==> src/rtl/if_fetch_unit.sv <==
// if_fetch_unit: MIPS instruction-fetch stage, PC and IF/ID register with stall skid buffer and redirect drain.
// Define IF_FETCH_PERF_EN to add saturating perf_fetched / perf_flushed counters.
module if_fetch_unit #(
    parameter logic [31:0] RESET_PC = 32'h0000_3000
) (
    input  logic        clk,
    input  logic        rst_n,
    input  logic        stall,
    input  logic        redirect,
    input  logic [31:0] redirect_pc,
    output logic        imem_req,
    output logic [31:0] imem_addr,
    input  logic        imem_ready,
    input  logic [31:0] imem_rdata,
    output logic [31:0] IF_ID_instr,
    output logic [31:0] IF_ID_pc_add_out,
    output logic        IF_ID_valid
`ifdef IF_FETCH_PERF_EN
    ,
    output logic [31:0] perf_fetched,
    output logic [31:0] perf_flushed
`endif
);
    typedef enum logic [1:0] {IDLE, FETCH, HOLD, DROP} state_t;
    state_t      state, state_d;
    logic [31:0] pc, drop_addr, skid_instr, skid_pc, pc_add, target;
    logic        take, fetched, capture;
    assign pc_add  = pc + 32'd4;
    assign target  = redirect_pc & 32'hFFFF_FFFC;
    assign take    = !redirect && state == FETCH && imem_ready;
    assign capture = take && stall;
    assign fetched = (take && !stall) || (!redirect && state == HOLD && !stall);
    always_comb begin
        state_d   = redirect ? ((state == DROP || (state == FETCH && !imem_ready)) ? DROP : FETCH)
                  : state == IDLE  ? FETCH
                  : state == FETCH ? ((imem_ready && stall) ? HOLD : FETCH)
                  : state == HOLD  ? (stall ? HOLD : FETCH)
                  : (imem_ready ? FETCH : DROP);
        imem_req  = state == FETCH || state == DROP;
        imem_addr = state == DROP ? drop_addr : pc;
    end
    // drop_addr freezes the abandoned request's address while pc already points at the target
    always_ff @(posedge clk or negedge rst_n) begin
        if (!rst_n) begin
            state            <= IDLE;
            pc               <= RESET_PC;
            drop_addr        <= RESET_PC;
            skid_instr       <= '0;
            skid_pc          <= '0;
            IF_ID_instr      <= '0;
            IF_ID_pc_add_out <= '0;
            IF_ID_valid      <= 1'b0;
        end else begin
            state            <= state_d;
            pc               <= redirect ? target : (state == FETCH && imem_ready) ? pc_add : pc;
            drop_addr        <= (redirect && state == FETCH) ? pc : drop_addr;
            skid_instr       <= capture ? imem_rdata : skid_instr;
            skid_pc          <= capture ? pc_add : skid_pc;
            IF_ID_instr      <= redirect ? 32'd0 : fetched ? (state == HOLD ? skid_instr : imem_rdata) : IF_ID_instr;
            IF_ID_pc_add_out <= fetched ? (state == HOLD ? skid_pc : pc_add) : IF_ID_pc_add_out;
            IF_ID_valid      <= redirect ? 1'b0 : fetched ? 1'b1 : IF_ID_valid;
        end
    end
`ifdef IF_FETCH_PERF_EN
    always_ff @(posedge clk or negedge rst_n) begin
        if (!rst_n) begin
            perf_fetched <= '0;
            perf_flushed <= '0;
        end else begin
            perf_fetched <= (fetched && !(&perf_fetched)) ? perf_fetched + 32'd1 : perf_fetched;
            perf_flushed <= (redirect && !(&perf_flushed)) ? perf_flushed + 32'd1 : perf_flushed;
        end
    end
`endif
endmodule

==> config.mk <==
export PLATFORM = sky130hd
export DESIGN_NAME = if_fetch_unit
export DESIGN_NICKNAME = d
export VERILOG_FILES = /design/src/rtl/if_fetch_unit.sv
export SDC_FILE = /design/constraint.sdc
export NUM_CORES = 1
export LEC_CHECK = 0
export ABC_AREA = 1
export CORE_MARGIN = 3
export CORE_UTILIZATION = 40
export DETAILED_ROUTE_END_ITERATION = 10
export PLACE_DENSITY = 0.66
export SYNTH_ARGS = -nofsm -noshare
export SYNTH_HDL_FRONTEND = slang
export SYNTH_SLANG_ARGS = --single-unit
==> constraint.sdc <==
create_clock -name clk -period 3.1 [get_ports clk]
set_clock_uncertainty 0.15 [all_clocks]
set_input_delay 0.31 -clock clk [delete_from_list [all_inputs] [get_ports clk]]
set_output_delay 0.31 -clock clk [all_outputs]
set_load 0.005 [all_outputs]
## Word-level counts from Yosys, hierarchy flattened

Cells that the tools add are included.

- Logic and storage cells: 48
- Flip-flop bits (word level): 195

- Multiplexer cells: 17
- Reductions and logical operators: 19
- $add $sub $neg: 1
- Equality and inequality tests: 3

Operator list:

| cell | count |
|---|---|
| two-way mux 32 bit | 7 |
| adder 32 x 3 -> 32 bit (second input constant) | 1 |
| two-way mux 2 bit | 8 |
| logical AND 1 bit | 10 |
| == test 2 bit (second input constant) | 2 |
| nonzero test 2 bit | 2 |
| zero test 1 bit | 3 |
| logical OR 1 bit | 3 |
| == test 2 x 1 -> 1 bit (second input constant) | 1 |
| zero test 2 bit | 1 |
| two-way mux 1 bit | 2 |

## Longest topological paths before layout

Gate-level depths: netlist of run 1.

- Depth after elaboration: 7
- Depth in mapped cells: 10
- Mapped depth without buffers: 10

## Worst setup path before layout of run 1

No wires, ideal clock.

- Path type: reg2reg
- From: register pc[3]
- To: register skid_pc[22]
- Arrival: 1.335 ns
- Cell stages (with the launch flop): 11
- Setup slack: 1.489 ns
- Setup time: 0.126 ns
- Required time: 2.824 ns
- Cell sequence: dfrtp_1 ha_1 nand2_1 nor2_1 nand2_2 nor2_2 nand2_1 nand2_1 nand2_1 nand2_1 o21ai_0

- Longest elaborated chain between the ends: 1

Ends and longest elaborated chain:

| element | RTL line | RTL |
|---|---|---|
| from (decl) | 26 | `logic [31:0] pc, drop_addr, skid_instr, skid_pc, pc_add, target;` |
| from (signal assigned) | 55 | `pc <= redirect ? target : (state == FETCH && imem_ready) ? pc_add : pc;` |
| adder 32 x 3 -> 32 bit | 28 | `assign pc_add = pc + 32'd4;` |
| to (signal assigned) | 58 | `skid_pc <= capture ? pc_add : skid_pc;` |
| to (decl) | 26 |  |

Every way passes these cells.
A chain may end at the register's enable or synchronous reset.

## Worst setup path after layout of run 1

- From: register state[0]
- To: output imem_addr[25]

- Longest elaborated chain between the ends: 2

Ends and longest elaborated chain:

| element | RTL line | RTL |
|---|---|---|
| from (decl) | 25 | `state_t state, state_d;` |
| from (signal assigned) | 54 | `state <= state_d;` |
| == test 2 bit | 40 | `imem_addr = state == DROP ? drop_addr : pc;` |
| two-way mux 32 bit | 40 |  |
| to (decl) | 12 | `output logic [31:0] imem_addr,` |

Every way passes these cells.

==> flow_summary_export.csv, run 1 <==
group,metric,value,unit
status,status,"completed",
synthesis,yosysTopAreaCell,"dfrtp_1",
cells_and_area,drive_gt1_share,5.130,%
cts,root_buffer,"clkbuf_16",
worst_setup_path,worst_setup_path_end_kind,"output pin",
cts,cts_buffers,17,
synthesis,syn-instance-count,1164,
global_route,grt_antenna_before_repair,0,
power,power.density,708.8,nW/um^2
synthesis,synthFlopType,"dfrtp_1",
floorplanning,ios,167,
routing,drc_errors,0,
timing,max_clock_freq,357.0,MHz
worst_setup_path,slowest_stage,"clkdlybuf4s50_1",
worst_setup_path,path_max_fanout,60,
routing,ant_nets,0,
synthesis,synth_seq_cells,187,
routing,drtIter0Drc,650,
power,ir_drop,352.6,uV
routing,wire_per_inst,15.62,um
cells_and_area,seq_area,4684,um^2
worst_setup_path,worst_path_most_repeated_cell,"nand2_1",
timing,slew_headroom,26.21,%
worst_setup_path,criticalPathCategory,"reg2out",
global_route,grt_pass1_vias,7566,
worst_setup_path,rr_startpoint,"state[0]$_DFF_PN0_",
timing,finalCritPeriodShare,90.35,%
worst_setup_path,crit_family,"buffers and inverters",
cts,cts_resized,0,
cts,cts_max_level,4,
worst_setup_path,cp.arrival,2340,ps
synthesis,synthTopCellsByArea,"dfrtp_1, nand2_1, o21ai_0",
timing,tns,0,ps
worst_setup_path,startpoint,"state[0]$_DFF_PN0_",
routing,route.vias.total,8030,
timing,finalSetupViolations,0,
worst_setup_path,crit_buf_inv,3,
timing,grt_setup_unrepaired,"no",
floorplanning,die_w,155.9,um
worst_setup_path,crit_chain,"nand2_1 > inv_1 > buf_4 > nand2_1 > o21ai_0 > clkdlybuf4s50_1",
floorplanning,design.core.area,21960,um^2
worst_setup_path,r2r_cells,6,
placed_design,port_buffers,160,
cells_and_area,final_common_cell,"nand2_1",
cells_and_area,n_antenna_cell,0,
synthesis,syn_area,8987,um^2
power,p_leak,5.397,nW
timing,tightest_slew,1105,ps
cts,cts_setup_buffers,0,
cells_and_area,multi_input_area,3692,um^2
worst_setup_path,crit_cells,6,
cts,clkLatencyLatePin,430,ps
cells_and_area,areaGrowthSynthToFinish,27.55,%
placed_design,pre_cts_slack,611.6,ps
global_route,overflow,0,
cells_and_area,n_fill_cell,2048,
global_route,grt_max_degree,70,
cells_and_area,fin_nets,1364,
floorplanning,die_area,24300,um^2
routing,drt-total-wl,24780,um
floorplanning,row_count,54,
flow_run,cap_viol_max_count,0,
timing,fin_crit,2801,ps
timing,setup_ws,299.0,ps
cts,cts_max_path_buffers,2,
timing,timing.final.hold_violations,0,
synthesis,seq_area_frac_synth,52.12,%
worst_setup_path,max_stage_delay,560,ps
synthesis,synth_top_area_share,50.95,%
cts,path_clk_slew,70,ps
worst_setup_path,required,2640,ps
global_route,grt_use_total,20.90,%
worst_hold_path,hold_class,"in2async",
synthesis,yosys_warnings,0,
synthesis,synth_edf_count,0,
cts,cts_hold_buf,1,
routing,drt_first_pass_iters,5,
cells_and_area,final_cell_mix,"nand2_1, dfrtp_1, clkdlybuf4s50_1",
placed_design,gp_congestion,0.9048,
timing,drv_slew,0,
synthesis,postSynthAreaPerCell,7.721,um^2
global_route,grt_pass1_wl,40490,um
cts,cts_tree,"done",
floorplanning,start_util,40.93,%
synthesis,async_flop_share,100.0,%
floorplanning,die_h,155.9,um
cts,cts.sinks,187,
synthesis,ys_types,31,
placed_design,dp_hpwl,16710,um
routing,viasPerCell,5.063,
worst_setup_path,start_kind,"register",
-- metal layers --
layer	GRT usage, %	part of all wire, %	vias to the layer above
li1	-	-	3993
met1	30.09	46	3757
met2	31.73	45	243
met3	4.161	6.1	37
met4	6.981	2.1	0
met5	0	0	-
-- stage by stage --
stage / instances / instance area, um^2 / utilization (%) / power (mW) / hold slack (ps)
global route: 1586 / 11460 / 52.21 / 8.677 / 304.7
finish: 1586 / 11460 / 52.21 / 8.125 / 256.7
CTS: 1586 / 11460 / 52.21 / 8.200 / 277.6
global placement: 1554 / 10810 / 49.24 / 5.711 / 173.3
detailed placement: 1554 / 10810 / 49.24 / 5.763 / 176.4
floorplan: 1167 / 8999 / - / 4.572 / -135.6
-- synthesized netlist by cell type, types with 2 or more instances --
| library cell | count |
|---|---|
| buf_1 | 7 |
| nand4_1 | 3 |
| buf_2 | 18 |
| o21ai_1 | 14 |
| nand2_2 | 4 |
| dfstp_2 | 4 |
| and2_1 | 2 |
| nand3_1 | 82 |
| nor2_2 | 4 |
| inv_1 | 79 |
| buf_4 | 11 |
| clkbuf_1 | 30 |
| o21ai_0 | 130 |
| nor2_4 | 2 |
| o21a_1 | 2 |
| a21oi_1 | 32 |
| nor2_1 | 84 |
| o211ai_1 | 13 |
| inv_2 | 4 |
| nand2_1 | 422 |
| dfrtp_1 | 183 |
| o221ai_1 | 3 |
| a31oi_1 | 3 |
| o31ai_1 | 15 |
| xor2_1 | 7 |
-- registers in the layout, indices dropped and copies added (netlist names) --
signal            count
skid_pc              30
IF_ID_valid           1
state                 2
IF_ID_instr          32
skid_instr           32
IF_ID_pc_add_out     30
pc                   30
drop_addr            30
-- cell type report --
cell class / instances / share of cell area (%)
multi-input combinational: 830 / 32.21
clock buffer: 17 / 3.711
sequential: 187 / 40.86
clock inverter: 14 / 1.888
tap: 280 / 3.056
timing repair buffer: 175 / 15.55
inverter: 83 / 2.718
-- logic make-up (layout without fill, tap and decap cells) --
kind of cell,count (synthesis),after routing,synth area share (%)
XOR/XNOR,7,7,0.6822
AO/OA/AOI/OAI,213,213,12.91
flip-flops,187,187,52.12
AND/OR/NAND/NOR,604,604,26.94
adder cells (fa/ha/maj),2,2,0.2506
buffers and inverters,150,289,7.058
other,1,4,0.04173
-- where the power goes --
group          total, mW  leakage, nW  internal, mW  switching, mW
registers           3.56         2.35          3.15          0.415
logic               2.16         2.73          1.09           1.06
clock network       2.41        0.314          1.43          0.973
-- final timing paths --
path / end / slack [ps]
hold / removal: IF_ID_pc_add_out[28]$_DFFE_PN0P_ / 260
setup reg to reg: skid_instr[15]$_DFFE_PN0P_ / 890
max in group asynchronous: skid_pc[19]$_DFFE_PN0P_ / 1770
hold reg to reg: skid_instr[25]$_DFFE_PN0P_ / 320
setup / recovery: imem_addr[25] / 300
min in group clk: skid_instr[29]$_DFFE_PN0P_ / 300
(Power assumes the default switching activity.)
==> inputs of run 2 (changes only) <==
--- a/config.mk
+++ b/config.mk
@@ -11,4 +11,5 @@
 export DETAILED_ROUTE_END_ITERATION = 10
 export PLACE_DENSITY = 0.66
+export SLEW_MARGIN = 20
 export SYNTH_ARGS = -nofsm -noshare
 export SYNTH_HDL_FRONTEND = slang
==> constraint.sdc (replaced) <==
create_clock -name clk -period 3.1 [get_ports clk]
set_clock_uncertainty 0.15 [all_clocks]
set_input_delay 0.62 -clock clk [delete_from_list [all_inputs] [get_ports clk]]
set_output_delay 0.62 -clock clk [all_outputs]
set_load 0.005 [all_outputs]
==> run 2 against run 1 <==
Effect of this change: design area decreased by 0.67%; maximum frequency down 6.8%; register-to-register slack got worse by 140 ps; first-iteration DRC count is 6.3% lower; non-clock buffer count is 2 higher; clock power fell by 13%; sequential power barely moved; wire length increased by 0.55%; global-route usage barely moved; final cell count up 0.19%; total power decreased by 3.7%; largest power group unchanged; highest routed layer unchanged.
==> flow_summary_export.csv, run 2 (same netlist as run 1, synthesis figures left out) <==
group,metric,value,unit
cells_and_area,n_fill_cell,2108,
worst_setup_path,path_max_fanout,19,
flow_run,cap_viol_max_count,0,
worst_setup_path,start_kind,"register",
floorplanning,ios,167,
worst_setup_path,crit_chain,"nand2_1 > inv_1 > buf_4 > o21ai_1 > clkdlybuf4s50_1",
power,ir_drop,384.7,uV
timing,timing.hold.ws,28.83,ps
cts,path_clk_slew,70,ps
worst_setup_path,r2r_cells,6,
floorplanning,row_count,54,
worst_hold_path,hold_class,"in2async",
power,power.density,687.4,nW/um^2
power,p_leak,5.365,nW
placed_design,port_buffers,160,
routing,drtIter0Drc,609,
cts,cts_tree,"done",
cts,clkLatencyLatePin,430,ps
worst_setup_path,crit_buf_inv,3,
routing,ant_nets,0,
floorplanning,design.core.area,21960,um^2
global_route,grt_pass1_wl,40540,um
timing,finalSetupViolations,0,
cells_and_area,fin_util,51.86,%
cells_and_area,seq_area,4686,um^2
worst_setup_path,crit_family,"buffers and inverters",
cts,cts_buffers,17,
global_route,grt_antenna_before_repair,0,
cells_and_area,fin_nets,1366,
routing,route.vias.total,8072,
worst_setup_path,max_stage_delay,570,ps
cells_and_area,n_antenna_cell,0,
worst_setup_path,slowest_stage,"clkdlybuf4s50_1",
cells_and_area,areaGrowthSynthToFinish,26.70,%
worst_setup_path,cp.arrival,2240,ps
global_route,overflow,0,
cts,root_buffer,"clkbuf_16",
timing,slew_headroom,41.06,%
cells_and_area,top_regs,"IF_ID_instr x32, skid_instr x32",
cells_and_area,final_cell_mix,"nand2_1, dfrtp_1, clkdlybuf4s50_1",
cts,cts_max_path_buffers,2,
cells_and_area,multi_input_area,3692,um^2
worst_setup_path,worst_setup_path_end_kind,"output pin",
timing,setup_ws,93.25,ps
routing,viasPerCell,5.080,
timing,finalCritPeriodShare,96.99,%
placed_design,pre_cts_slack,286.2,ps
cts,cts.sinks,187,
timing,max_clock_freq,332.6,MHz
cells_and_area,drive_gt1_share,5.500,%
timing,drv_slew,0,
floorplanning,die_w,155.9,um
routing,wire_per_inst,15.68,um
timing,fin_crit,3007,ps
routing,m1WireLength,12100,um
routing,top_layer,"met4",
worst_setup_path,required,2330,ps
placed_design,gp_congestion,0.9152,
worst_setup_path,crit_cells,5,
worst_setup_path,reg2reg_slack,750,ps
cells_and_area,final_common_cell,"nand2_1",
routing,drt_first_pass_iters,5,
cts,cts_max_level,4,
timing,grt_setup_unrepaired,"no",
timing,timing.final.hold_violations,0,
global_route,grt_max_degree,70,
global_route,grt_use_total,20.94,%
worst_setup_path,criticalPathCategory,"reg2out",
floorplanning,die_h,155.9,um
floorplanning,die_area,24300,um^2
placed_design,dp_hpwl,17150,um
floorplanning,start_util,40.93,%
routing,drt-total-wl,24910,um
routing,drc_errors,0,
global_route,grt_pass1_vias,7690,
cts,cts_hold_buf,0,
timing,tightest_slew,883.1,ps
routing,met3_length,1255,um
routing,dr_wl_met2,11130,um
cts,cts_setup_buffers,0,
timing,tns,0,ps
status,status,"completed",
[run 2: cell count changes in the layout (fill, tap and decap cells not counted), sizes merged]
cell and change:
buf +3, bufinv -5, clkinv +2, dlygate4sd3 -1
inv +4
[run 2: stage by stage]
| stage | instance area (um^2) | power [mW] | std cells |
|---|---|---|---|
| 6_report | 11390 | 7.827 | 1589 |
| 3_5_place_dp | 10820 | 5.779 | 1557 |
| 3_3_place_gp | 10820 | 5.720 | 1557 |
| 4_1_cts | 11380 | 7.898 | 1589 |
| 2_1_floorplan | 8999 | 4.572 | 1167 |
| 5_1_grt | 11390 | 8.361 | 1589 |
[run 2: layout make-up]
type	instances	area share (%)
clock buffers	17	3.736
repair buffers	177	15.72
clock inverters	15	1.143
well taps	280	3.077
flip-flops and latches	187	41.15
multi-input cells	830	32.42
inverters	83	2.747
[run 2: path summary, 6_finish.rpt]
check	start	to
min reg2reg	skid_instr[25]$_DFFE_PN0P_	skid_instr[25]$_DFFE_PN0P_
min in group clk	skid_instr[25]$_DFFE_PN0P_	skid_instr[25]$_DFFE_PN0P_
min	rst_n	IF_ID_pc_add_out[24]$_DFFE_PN0P_
max in group asynchronous	rst_n	skid_pc[26]$_DFFE_PN0P_
max	state[0]$_DFF_PN0_	imem_addr[31]
max reg2reg	state[0]$_DFF_PN0_	skid_instr[15]$_DFFE_PN0P_
[run 2: worst reg2reg max path, stage by stage (launching register included)]
cell and delay [ps]:
dfrtp_2 430, nand2_1 120, nor2_1 130, nand2_2 140, nor2_4 130, clkinv_2 680
o21ai_0 470
[run 2: timing repair]
action                     in CTS  in global routing
pin swaps                       0                  0
gates resized for setup         1                  3
setup endpoints to repair       1                 19
hold endpoints to repair        0                  0
[run 2: layer usage]
metal  track usage, %  vias up
li1                 -     3992
met2            31.77      226
met5                0        -
met1            30.79     3819
met4            6.350        0
met3            3.662       35
[run 2: where the power goes]
part / internal, mW / switching [mW] / total, mW
Clock: 1.06 / 1.03 / 2.09
Sequential: 3.15 / 0.423 / 3.57
Combinational: 1.10 / 1.07 / 2.17
==> inputs of run 3 (changes only) <==
- CELL_PAD_IN_SITES_DETAIL_PLACEMENT: unset -> 1
- CELL_PAD_IN_SITES_GLOBAL_PLACEMENT: unset -> 1
- PLACE_DENSITY: 0.66 -> 0.85
==> run 3 against run 2 <==
Effect of this change: total power rose by 2.3%; via count increased by 3.6%; wire length grew 13%; largest power group unchanged.
==> flow_summary_export.csv, run 3 (same netlist as run 1, synthesis figures left out) <==
group,metric,value,unit
placed_design,gp_congestion,0.9146,
worst_setup_path,worst_setup_path_end_kind,"output pin",
cts,cts_tree,"done",
floorplanning,ios,167,
placed_design,pre_cts_slack,455.7,ps
routing,drt-total-wl,28100,um
worst_setup_path,cp.arrival,2150,ps
global_route,grt_pass1_wl,45590,um
timing,tns,0,ps
worst_setup_path,reg2reg_slack,860,ps
timing,fin_crit,2923,ps
cts,cts_buffers,17,
cells_and_area,areaGrowthSynthToFinish,27.11,%
worst_hold_path,hold_class,"in2async",
timing,tightest_slew,696.8,ps
status,status,"completed",
floorplanning,design.core.area,21960,um^2
cells_and_area,n_fill_cell,2660,
placed_design,port_buffers,160,
floorplanning,start_util,40.93,%
floorplanning,row_count,54,
cells_and_area,final_cell_mix,"nand2_1, dfrtp_1, clkdlybuf4s50_1",
worst_setup_path,r2r_cells,8,
floorplanning,die_area,24300,um^2
cells_and_area,final_common_cell,"nand2_1",
worst_setup_path,criticalPathCategory,"reg2out",
placed_design,dp_hpwl,19270,um
worst_setup_path,rr_startpoint,"pc[12]$_DFFE_PN1P_",
power,p_leak,5.372,nW
routing,ant_nets,0,
power,power.density,701.0,nW/um^2
routing,route.vias.total,8365,
timing,slew_headroom,53.55,%
worst_setup_path,startpoint,"state[0]$_DFF_PN0_",
global_route,grt_antenna_before_repair,0,
timing,grt_setup_unrepaired,"no",
routing,viasPerCell,5.264,
worst_setup_path,required,2330,ps
cts,path_clk_slew,70,ps
cts,cts_max_level,4,
cells_and_area,drive_gt1_share,5.348,%
routing,drtIter0Drc,446,
timing,timing.final.hold_violations,0,
worst_setup_path,worstReg2RegEnd,"pc[16]$_DFFE_PN0P_",
global_route,grt_use_total,23.45,%
timing,drv_slew,0,
cells_and_area,seq_area,4686,um^2
worst_setup_path,start_kind,"register",
timing,finalCritPeriodShare,94.28,%
floorplanning,die_w,155.9,um
floorplanning,die_h,155.9,um
cts,clkLatencyLatePin,430,ps
worst_setup_path,path_max_fanout,59,
timing,finalSetupViolations,0,
global_route,grt_pass1_vias,8719,
cells_and_area,multi_input_area,3687,um^2
flow_run,cap_viol_max_count,0,
worst_setup_path,crit_end,"imem_addr[31]",
cells_and_area,top_regs,"IF_ID_instr x32, skid_instr x32",
timing,max_clock_freq,342.1,MHz
cells_and_area,fin_nets,1367,
cells_and_area,n_antenna_cell,0,
global_route,overflow,0,
cts,cts.sinks,187,
cts,root_buffer,"clkbuf_16",
routing,drc_errors,0,
timing,setup_ws,177.2,ps
power,ir_drop,426.5,uV
global_route,grt_max_degree,81,
cts,cts_max_path_buffers,2,
routing,drt_first_pass_iters,5,
cts,cts_hold_buf,0,
routing,wire_per_inst,17.68,um
## run 3: cell count changes in the layout (fill, tap and decap cells not counted), sizes merged
| cell | before | now |
|---|---|---|
| buf | 17 | 18 |
| bufinv | 0 | 2 |
| clkbuf | 18 | 19 |
| clkinv | 7 | 4 |
| clkinvlp | 1 | 4 |
| inv | 90 | 86 |
## run 3: area by class of cell
cell class                 instances  area share, %
tap                              280          3.067
inverter                          83          2.727
clock buffer                      18          3.757
clock inverter                    13          1.260
multi-input combinational        830          32.28
timing repair buffer             178          15.89
sequential                       187          41.02
## run 3: metal layers
metal	GRT usage (%)	wire length (um)
met5	0	0
met1	31.42	12740
met2	39.69	13910
met4	6.182	459
met3	3.939	995
## run 3: worst min path at each step
stage,to,startpoint,slack (ps),cells past startpoint
after floorplan,IF_ID_instr[0]$_DFFE_PN0P_,rst_n,170,0
after global placement,skid_pc[4]$_DFFE_PN0P_,skid_pc[4]$_DFFE_PN0P_,310,2
after detailed placement,skid_instr[22]$_DFFE_PN0P_,skid_instr[22]$_DFFE_PN0P_,310,2
after CTS,drop_addr[25]$_DFFE_PN0P_,rst_n,110,1
after global routing,IF_ID_pc_add_out[28]$_DFFE_PN0P_,rst_n,130,1
final,drop_addr[25]$_DFFE_PN0P_,rst_n,60,1
## run 3: repair_timing
| action | CTS | global route |
|---|---|---|
| endpoints found under the setup margin | 1 | 5 |
| gates resized for setup | 1 | 1 |
| pin swaps | 0 | 0 |
| buffers inserted | 0 | 0 |
## run 3: critical path: stages, from the launching register on
cell and delay, ps:
dfrtp_2 460, nand2_1 130, inv_1 100, buf_12 190
o21ai_1 290, clkdlybuf4s50_1 560
## run 3: metrics by stage
step	hold slack (ps)	cell area, um^2	cells	util (%)	power, mW
after CTS	110.4	11420	1589	52.02	8.074
after detailed placement	311.0	10850	1558	49.41	5.866
final	57.85	11420	1589	52.02	8.007
after floorplan	174.4	8999	1167	-	4.572
after global placement	305.5	10850	1558	49.41	5.738
after global routing	126.7	11420	1589	52.02	8.513
## run 3: report_power, final
part	leakage (nW)	switching (mW)	total, mW	internal [mW]
clock	0.269	0.986	2.18	1.19
sequential	2.35	0.450	3.60	3.15
combinational	2.75	1.13	2.23	1.11
total	5.37	2.56	8.01	5.44
